[src/rtl/comptest_pkg.sv]
// comptest_pkg: shared triad decoder state encoding and parameter defaults
package comptest_pkg;
  typedef enum logic [1:0] {
    IDLE = 2'd0,
    B1   = 2'd1,
    B2   = 2'd2
  } state_e;
  localparam int NCH_DEF  = 8;
  localparam int PW_DEF   = 4;
  localparam int CNTW_DEF = 16;
endpackage

[src/rtl/triad_decode_ch.sv]
// triad_decode_ch: one-channel serial triad decoder with output hold, skip detect and skip counter
//   lctrst_i       sync decoder reset (FSM, hold, skip pulse)
//   persist_i      hold length minus one, sampled when a triad completes
//   distrip_i      serial triad input
//   skip_cnt_clr_i sync clear of the skip counter
//   hs_o           one-hot decoded halfstrip, held persist+1 cycles
//   skip_o         one-cycle pulse per dropped triad
//   skip_cnt_o     saturating count of dropped triads
module triad_decode_ch
  import comptest_pkg::*;
#(
  parameter int PW   = PW_DEF,
  parameter int CNTW = CNTW_DEF
) (
  input  logic            clk,
  input  logic            rst_n,
  input  logic            lctrst_i,
  input  logic [PW-1:0]   persist_i,
  input  logic            distrip_i,
  input  logic            skip_cnt_clr_i,
  output logic [3:0]      hs_o,
  output logic            skip_o,
  output logic [CNTW-1:0] skip_cnt_o
);
  state_e          state_q, state_d;
  logic            b1_q, b1_d;
  logic [3:0]      hs_q, hs_d;
  logic [PW-1:0]   hold_q, hold_d;
  logic            skip_q, skip_d;
  logic [CNTW-1:0] sc_q, sc_d;
  logic            done, busy;
  always_ff @(posedge clk or negedge rst_n) begin
    if (!rst_n) begin
      state_q <= IDLE;
      b1_q    <= 1'b0;
      hs_q    <= '0;
      hold_q  <= '0;
      skip_q  <= 1'b0;
      sc_q    <= '0;
    end else begin
      state_q <= state_d;
      b1_q    <= b1_d;
      hs_q    <= hs_d;
      hold_q  <= hold_d;
      skip_q  <= skip_d;
      sc_q    <= sc_d;
    end
  end
  // busy: the current hit is still shown next cycle, so a completing triad must be dropped
  always_comb begin
    busy    = hold_q != '0;
    done    = state_q == B2 && !lctrst_i;
    state_d = lctrst_i ? IDLE :
              state_q == IDLE ? (distrip_i ? B1 : IDLE) :
              state_q == B1 ? B2 : IDLE;
    b1_d    = state_q == B1 ? distrip_i : b1_q;
    hs_d    = lctrst_i ? '0 : done && !busy ? 4'b0001 << {b1_q, distrip_i} : busy ? hs_q : '0;
    hold_d  = lctrst_i ? '0 : done && !busy ? persist_i : busy ? hold_q - PW'(1) : '0;
    skip_d  = done && busy;
    // a skip coinciding with the clear is counted as the first event after it
    sc_d    = skip_cnt_clr_i ? CNTW'(skip_q) : skip_q && !(&sc_q) ? sc_q + CNTW'(1) : sc_q;
  end
  assign hs_o       = hs_q;
  assign skip_o     = skip_q;
  assign skip_cnt_o = sc_q;
endmodule

[src/rtl/triad_decoder_bank.sv]
// triad_decoder_bank: bank of independent triad decoders with hit accumulator and skip summary
//   _reset        async active-low reset, release synchronised by two flops
//   lctrst        sync decoder reset (keeps hs_accum and skip_cnt)
//   persist       hit hold length minus one
//   distrip       serial triad inputs, one per channel
//   halfstrips    decoded hits, channel i owns [4i+3:4i]
//   triad_skip    per-channel dropped-triad pulse
//   skip_any      registered OR of triad_skip
//   hs_accum      sticky OR of halfstrips, cleared by accum_clr
//   skip_cnt      per-channel saturating skip counters, cleared by skip_cnt_clr
module triad_decoder_bank
  import comptest_pkg::*;
#(
  parameter int NCH  = NCH_DEF,
  parameter int PW   = PW_DEF,
  parameter int CNTW = CNTW_DEF
) (
  input  logic                clk,
  input  logic                _reset,
  input  logic                lctrst,
  input  logic [PW-1:0]       persist,
  input  logic [NCH-1:0]      distrip,
  output logic [4*NCH-1:0]    halfstrips,
  output logic [NCH-1:0]      triad_skip,
  output logic                skip_any,
  output logic [4*NCH-1:0]    hs_accum,
  input  logic                accum_clr,
  output logic [NCH*CNTW-1:0] skip_cnt,
  input  logic                skip_cnt_clr
);
  logic [1:0]           rst_sync_q;
  logic                 rst_n;
  logic [4*NCH-1:0]     hs_accum_q;
  logic                 skip_any_q;
  always_ff @(posedge clk or negedge _reset) begin
    if (!_reset) rst_sync_q <= '0;
    else rst_sync_q <= {rst_sync_q[0], 1'b1};
  end
  assign rst_n = rst_sync_q[1];
  always_ff @(posedge clk or negedge rst_n) begin
    if (!rst_n) begin
      hs_accum_q <= '0;
      skip_any_q <= 1'b0;
    end else begin
      hs_accum_q <= accum_clr ? halfstrips : hs_accum_q | halfstrips;
      skip_any_q <= !lctrst && |triad_skip;
    end
  end
  assign hs_accum = hs_accum_q;
  assign skip_any = skip_any_q;
  for (genvar i = 0; i < NCH; i++) begin : g_ch
    triad_decode_ch #(.PW(PW), .CNTW(CNTW)) u_ch (
      .clk           (clk),
      .rst_n         (rst_n),
      .lctrst_i      (lctrst),
      .persist_i     (persist),
      .distrip_i     (distrip[i]),
      .skip_cnt_clr_i(skip_cnt_clr),
      .hs_o          (halfstrips[4*i +: 4]),
      .skip_o        (triad_skip[i]),
      .skip_cnt_o    (skip_cnt[CNTW*i +: CNTW])
    );
  end
endmodule
[config.mk]
export PLATFORM = sky130hd
export DESIGN_NAME = triad_decoder_bank
export DESIGN_NICKNAME = d
export VERILOG_FILES = /design/src/rtl/comptest_pkg.sv /design/src/rtl/triad_decode_ch.sv /design/src/rtl/triad_decoder_bank.sv
export SDC_FILE = /design/constraint.sdc
export NUM_CORES = 1
export LEC_CHECK = 0
export ABC_AREA = 1
export ABC_CLOCK_PERIOD_IN_PS = 11100
export CAP_MARGIN = 40
export CORE_MARGIN = 2
export CORE_UTILIZATION = 54
export CTS_CLUSTER_DIAMETER = 50
export DETAILED_ROUTE_END_ITERATION = 12
export GPL_TIMING_DRIVEN = 0
export PLACE_DENSITY = 0.81
export SKIP_LAST_GASP = 1
export SLEW_MARGIN = 10
export SYNTH_ARGS = -nofsm -noshare
export SYNTH_HDL_FRONTEND = slang
export SYNTH_HIERARCHICAL = 1
export SYNTH_SLANG_ARGS = --single-unit
export TNS_END_PERCENT = 30
[constraint.sdc]
create_clock -name clk -period 11.1 [get_ports clk]
set_input_delay 1.665 -clock clk [delete_from_list [all_inputs] [get_ports clk]]
set_output_delay 1.665 -clock clk [all_outputs]
set_load 0.1 [all_outputs]
; ---- After elaboration in Yosys (flattened, before gate mapping)
; Index checks and enable logic that the tools add are counted.
[classes]
addsub = 16
eq_ne = 24
shift = 8
n_mux = 97
bitwise_logic = 1
n_reduce_logical = 83
[ops]
columns = cell, n
row1 = 2-to-1 mux 16 bit, 16
row2 = 2-to-1 mux 4 bit, 48
row3 = adder 16 x 1 -> 16 bit (second input constant), 8
row4 = AND reduction 16 bit, 8
row5 = 2-to-1 mux 2 bit, 24
row6 = logical AND 1 bit, 33
row7 = 2-to-1 mux 32 bit, 1
row8 = OR 32 bit, 1
row9 = nonzero test 4 bit, 8
row10 = left shift 1 x 2 -> 4 bit (first input constant), 8
row11 = subtractor 4 x 1 -> 4 bit (second input constant), 8
row12 = != test 3 bit (second input constant), 8
row13 = zero test 1 bit, 17
row14 = == test 2 x 1 -> 1 bit (second input constant), 8
row15 = == test 2 bit (second input constant), 8
row16 = zero test 2 bit, 8
row17 = nonzero test 2 bit, 8
row18 = 2-to-1 mux 1 bit, 8
row19 = OR reduction 8 bit, 1
[totals]
reg_bits = 259
in_bits = 17
output_inout_bits = 201
elab_cells = 280

; ---- Longest topological paths before layout
[logic_depth]
word_depth = 5
depth_mapped = 10
ltp_nobuf = 9

; ---- By module
; The synthesis kept the hierarchy.
[by_module_without_submodules]
columns = module, n_inst, cells_each, area_per_inst_um2, seq_area_each_um2
row1 = triad_decode_ch, 8, 204, 1517.7, 700.7
row2 = triad_decoder_bank, 1, 111, 1303.8, 875.8

; ---- Least setup slack after synthesis
; OpenSTA, ideal clock, no wires.
[synth_timing]
path_type = register to output
from = register g_ch[7].u_ch.sc_q[2]
to = output port skip_cnt[114]
arrival_ns = 0.968
required_ns = 9.435
slack_ns = 8.467
path_stages_with_launch = 1
path_buffers = 0
path_cell_list = dfrtp_1
[synth_lines]
columns = item, line_no
row1 = "start, declared", triad_decode_ch.sv:30  ; logic [CNTW-1:0] sc_q, sc_d;
row2 = "start signal, assigned", triad_decode_ch.sv:39  ; sc_q <= '0;
row3 = "start signal, assigned", triad_decode_ch.sv:46  ; sc_q <= sc_d;
row4 = "end, declared", triad_decoder_bank.sv:28  ; output logic [NCH*CNTW-1:0] skip_cnt,
; No word-level cell between the ends.

; ---- Worst setup path after layout
[layout_timing]
from = register g_ch[3].u_ch.skip_q
to = output port triad_skip[3]
[layout_lines]
columns = item, line_no
row1 = "start, declared", triad_decode_ch.sv:29  ; logic skip_q, skip_d;
row2 = "start signal, assigned", triad_decode_ch.sv:45  ; skip_q <= skip_d;
row3 = "end, declared", triad_decoder_bank.sv:24  ; output logic [NCH-1:0] triad_skip,
; No word-level cell between the ends.

==> run metrics <==
CTS tree=done; DRT iter0 DRCs=roughly 1600; first-pass GRT wire length=roughly 77000 microns; GRT overflow=0; vias in the first global route=approximately 15000; post-route cell area=0.0208 sq mm; NumNets Final=2225; startpoint types=flip-flop; vias per cell=5.77; PortBufs=217; clock latency on the worst-skew pair=0.55 ns; hold slack=0.358 ns; Post-Synth Simple-Gate Area=0.334; syn_area_per_cell=7.71 sq um; Placed Area=just under 0.02 sq mm; post-layout minimum cycle time=3.60 ns; Fin. Hold Viols=0; Final Max Slew Viols=0; maximum number of pins on one net before global-route repair=61; Post-DP HPWL=34700 microns; Worst Setup Path Type=reg -> out; Seq cells post-synth=259; post-synthesis adder-cell area fraction=0.00744; post-synthesis compound-gate area fraction=0.0908; DR DRC count=0; setup_tns=0 ns; CTS clk-pin slew, worst paths=approximately 0.060 ns; multi-input logic area=0.00596 sq mm; Largest stage delay, worst path=0.67 ns; CP arrival=slightly below 2 ns; most common cell after layout, fill and taps aside=nand2_1; CTS resizes=0; Required @ worst endpoint=9.44 ns; DRT Pass-1 Iters=7; maxcap violations=0; met1 Resource Use GR=0.410; Clock Skew=between 0.015 and 0.02 ns; met3 Usage GRT=0.0605; CTS Buf Count=30; unrepaired setup endpoints after global routing=no; Worst Setup End Kind=output port; Critical Path Fanout Max=5; Clock Sinks=259; vias=14700; Die ar.=between 0.02 and 0.03 sq mm; setup ws final=7.50 ns; final-report setup violation count=0; largest family of logic cells by synthesized area=simple AND/OR/NAND/NOR gates; Std-Cell Rows=57; hold_buf cts=0; Final Util=0.852; peak supply drop=0.115 mV; most frequent cells in the layout=nand2_1, dfrtp_1, clkdlybuf4s50_1, nor2_1, inv_1; slowest CP cell=clkdlybuf4s50_1; xor and xnor area share after synthesis=0.0104; GR peak layer=met2; max frequency=278 MHz; Clock Path Buffers=3; Power per Cell Area=103 mW/mm^2; met2 Use GR=0.652; post-synthesis mux area share=0; WP buf/inv=2; Yosys warning count=6; core region area=0.0244 sq mm; Synth Instances=1743; Slew @ Worst Pin=just over 0.8 ns; Crit path max-delay family=buffers and inverters; synth unique cells=25; layout cells sized above 1=0.165; outcome=finished clean; Leak=between 9 and 10 nW; GRT Total Usage=0.365; syn nets=1768; Die H=162 microns; ANT nets after route=0; initial antenna violation count=0; CTS HTree Levels=1; Ports=218; final WL=about 48000 microns; HP Class=reg -> reg; Die Width=162 microns; antenna fix cells=0; final estimated routing congestion in global placement=0.904; slew margin rel.=0.458; critical path, cell by cell=clkdlybuf4s50_1, buf_16; number of fill cells=1241; Root Buffer=clkbuf_16; final worst-path cycle share=0.324; sequential share of the synthesized area=0.482; area growth from synthesis to layout=54.5%; area occupied by registers=between 0.006 and 0.007 sq mm; WL/cell=18.7 microns; initial core utilization=0.551; synthesized cell area=0.0134 sq mm; dpl ws=just under 8 ns; Setup Buffers After CTS=0
[power by group]
group | total, mW | switching [mW] | internal (mW)
combinational | 0.176 | 0.123 | 0.0535
clock | 0.985 | 0.398 | 0.587
sequential | 0.981 | 0.0199 | 0.962
total | 2.14 | 0.540 | 1.60
[worst paths after layout]
check,from,end,slack [ns],cells past startpoint
setup reg to reg,g_ch[1].u_ch/skip_cnt_o[0],g_ch[1].u_ch/skip_cnt_o[0],8.94,9
min in group asynchronous,rst_sync_q[1],g_ch[7].u_ch/b1_q,0.38,0
hold / removal,rst_sync_q[0],rst_sync_q[1],0.36,0
setup / recovery,g_ch[3].u_ch/skip_o,triad_skip[3],7.50,2
max in group asynchronous,_reset,rst_sync_q[1],9.68,1
hold reg to reg,rst_sync_q[0],rst_sync_q[1],0.36,0
[final cells by class]
cell class	count	area share
sequential	259	0.312
tap	324	0.0195
clock inverter	13	0.00711
timing repair buffer	425	0.285
inverter	224	0.0410
buffer	19	0.00741
clock buffer	41	0.0410
multi-input combinational	1241	0.287
[worst reg2reg max path, cell delays in order (launching register included)]
cell      delay (ns)
dfrtp_1         0.45
ha_1            0.25
nand2_2         0.11
nor2_4          0.23
nand2_2         0.13
nor2_2          0.20
nor2_1          0.08
buf_4           0.19
a21boi_1        0.29
nand2_1         0.10
[synth_stat cells, drive strengths merged]
master,n,share of area
a21boi,8,0.0045
inv,216,0.060
conb,1,0.00028
ha,8,0.0074
nor4,8,0.0037
nor2,254,0.084
nand3,160,0.060
o21ai,32,0.014
o21bai,40,0.022
xnor2,16,0.010
dfrtp,259,0.48
a31oi,8,0.0037
o31ai,40,0.022
clkinv,8,0.0030
nand2,530,0.15
nand4,64,0.030
a21oi,64,0.024
nand3b,8,0.0045
buf,19,0.011
[sequential cells by signal, indices dropped and copies added (netlist names)]
register,cells
g_ch.u_ch/hs_o,32
hs_accum,32
rst_sync_q,2
g_ch.u_ch/hold_q,32
g_ch.u_ch/skip_cnt_o,128
skip_any,1
g_ch.u_ch/b1_q,8
g_ch.u_ch/skip_o,8
g_ch.u_ch/state_q,16
[stage by stage]
stage | power (mW) | cells
2_1_floorplan | 1.09 | 1743
3_3_place_gp | 1.14 | 2284
3_5_place_dp | 1.17 | 2491
4_1_cts | 2.16 | 2545
5_1_grt | 2.21 | 2546
6_report | 2.14 | 2546
[per-layer routing]
layer,part of all wire,routed length [microns],vias up
met5,0,0,-
met3,0.071,3410,279
met1,0.35,16700,6972
li1,-,-,6567
met4,0.069,3310,0
met2,0.51,24300,880
[logic make-up after synthesis]
family | after synthesis
DFF | 259
adders and majority gates | 8
xor gates and xnor gates | 16
AOI/OAI and AO/OA | 192
other | 1
and+or+nand+nor | 1024
buffers and inverters | 243
Power figures use the tool's default switching activity.
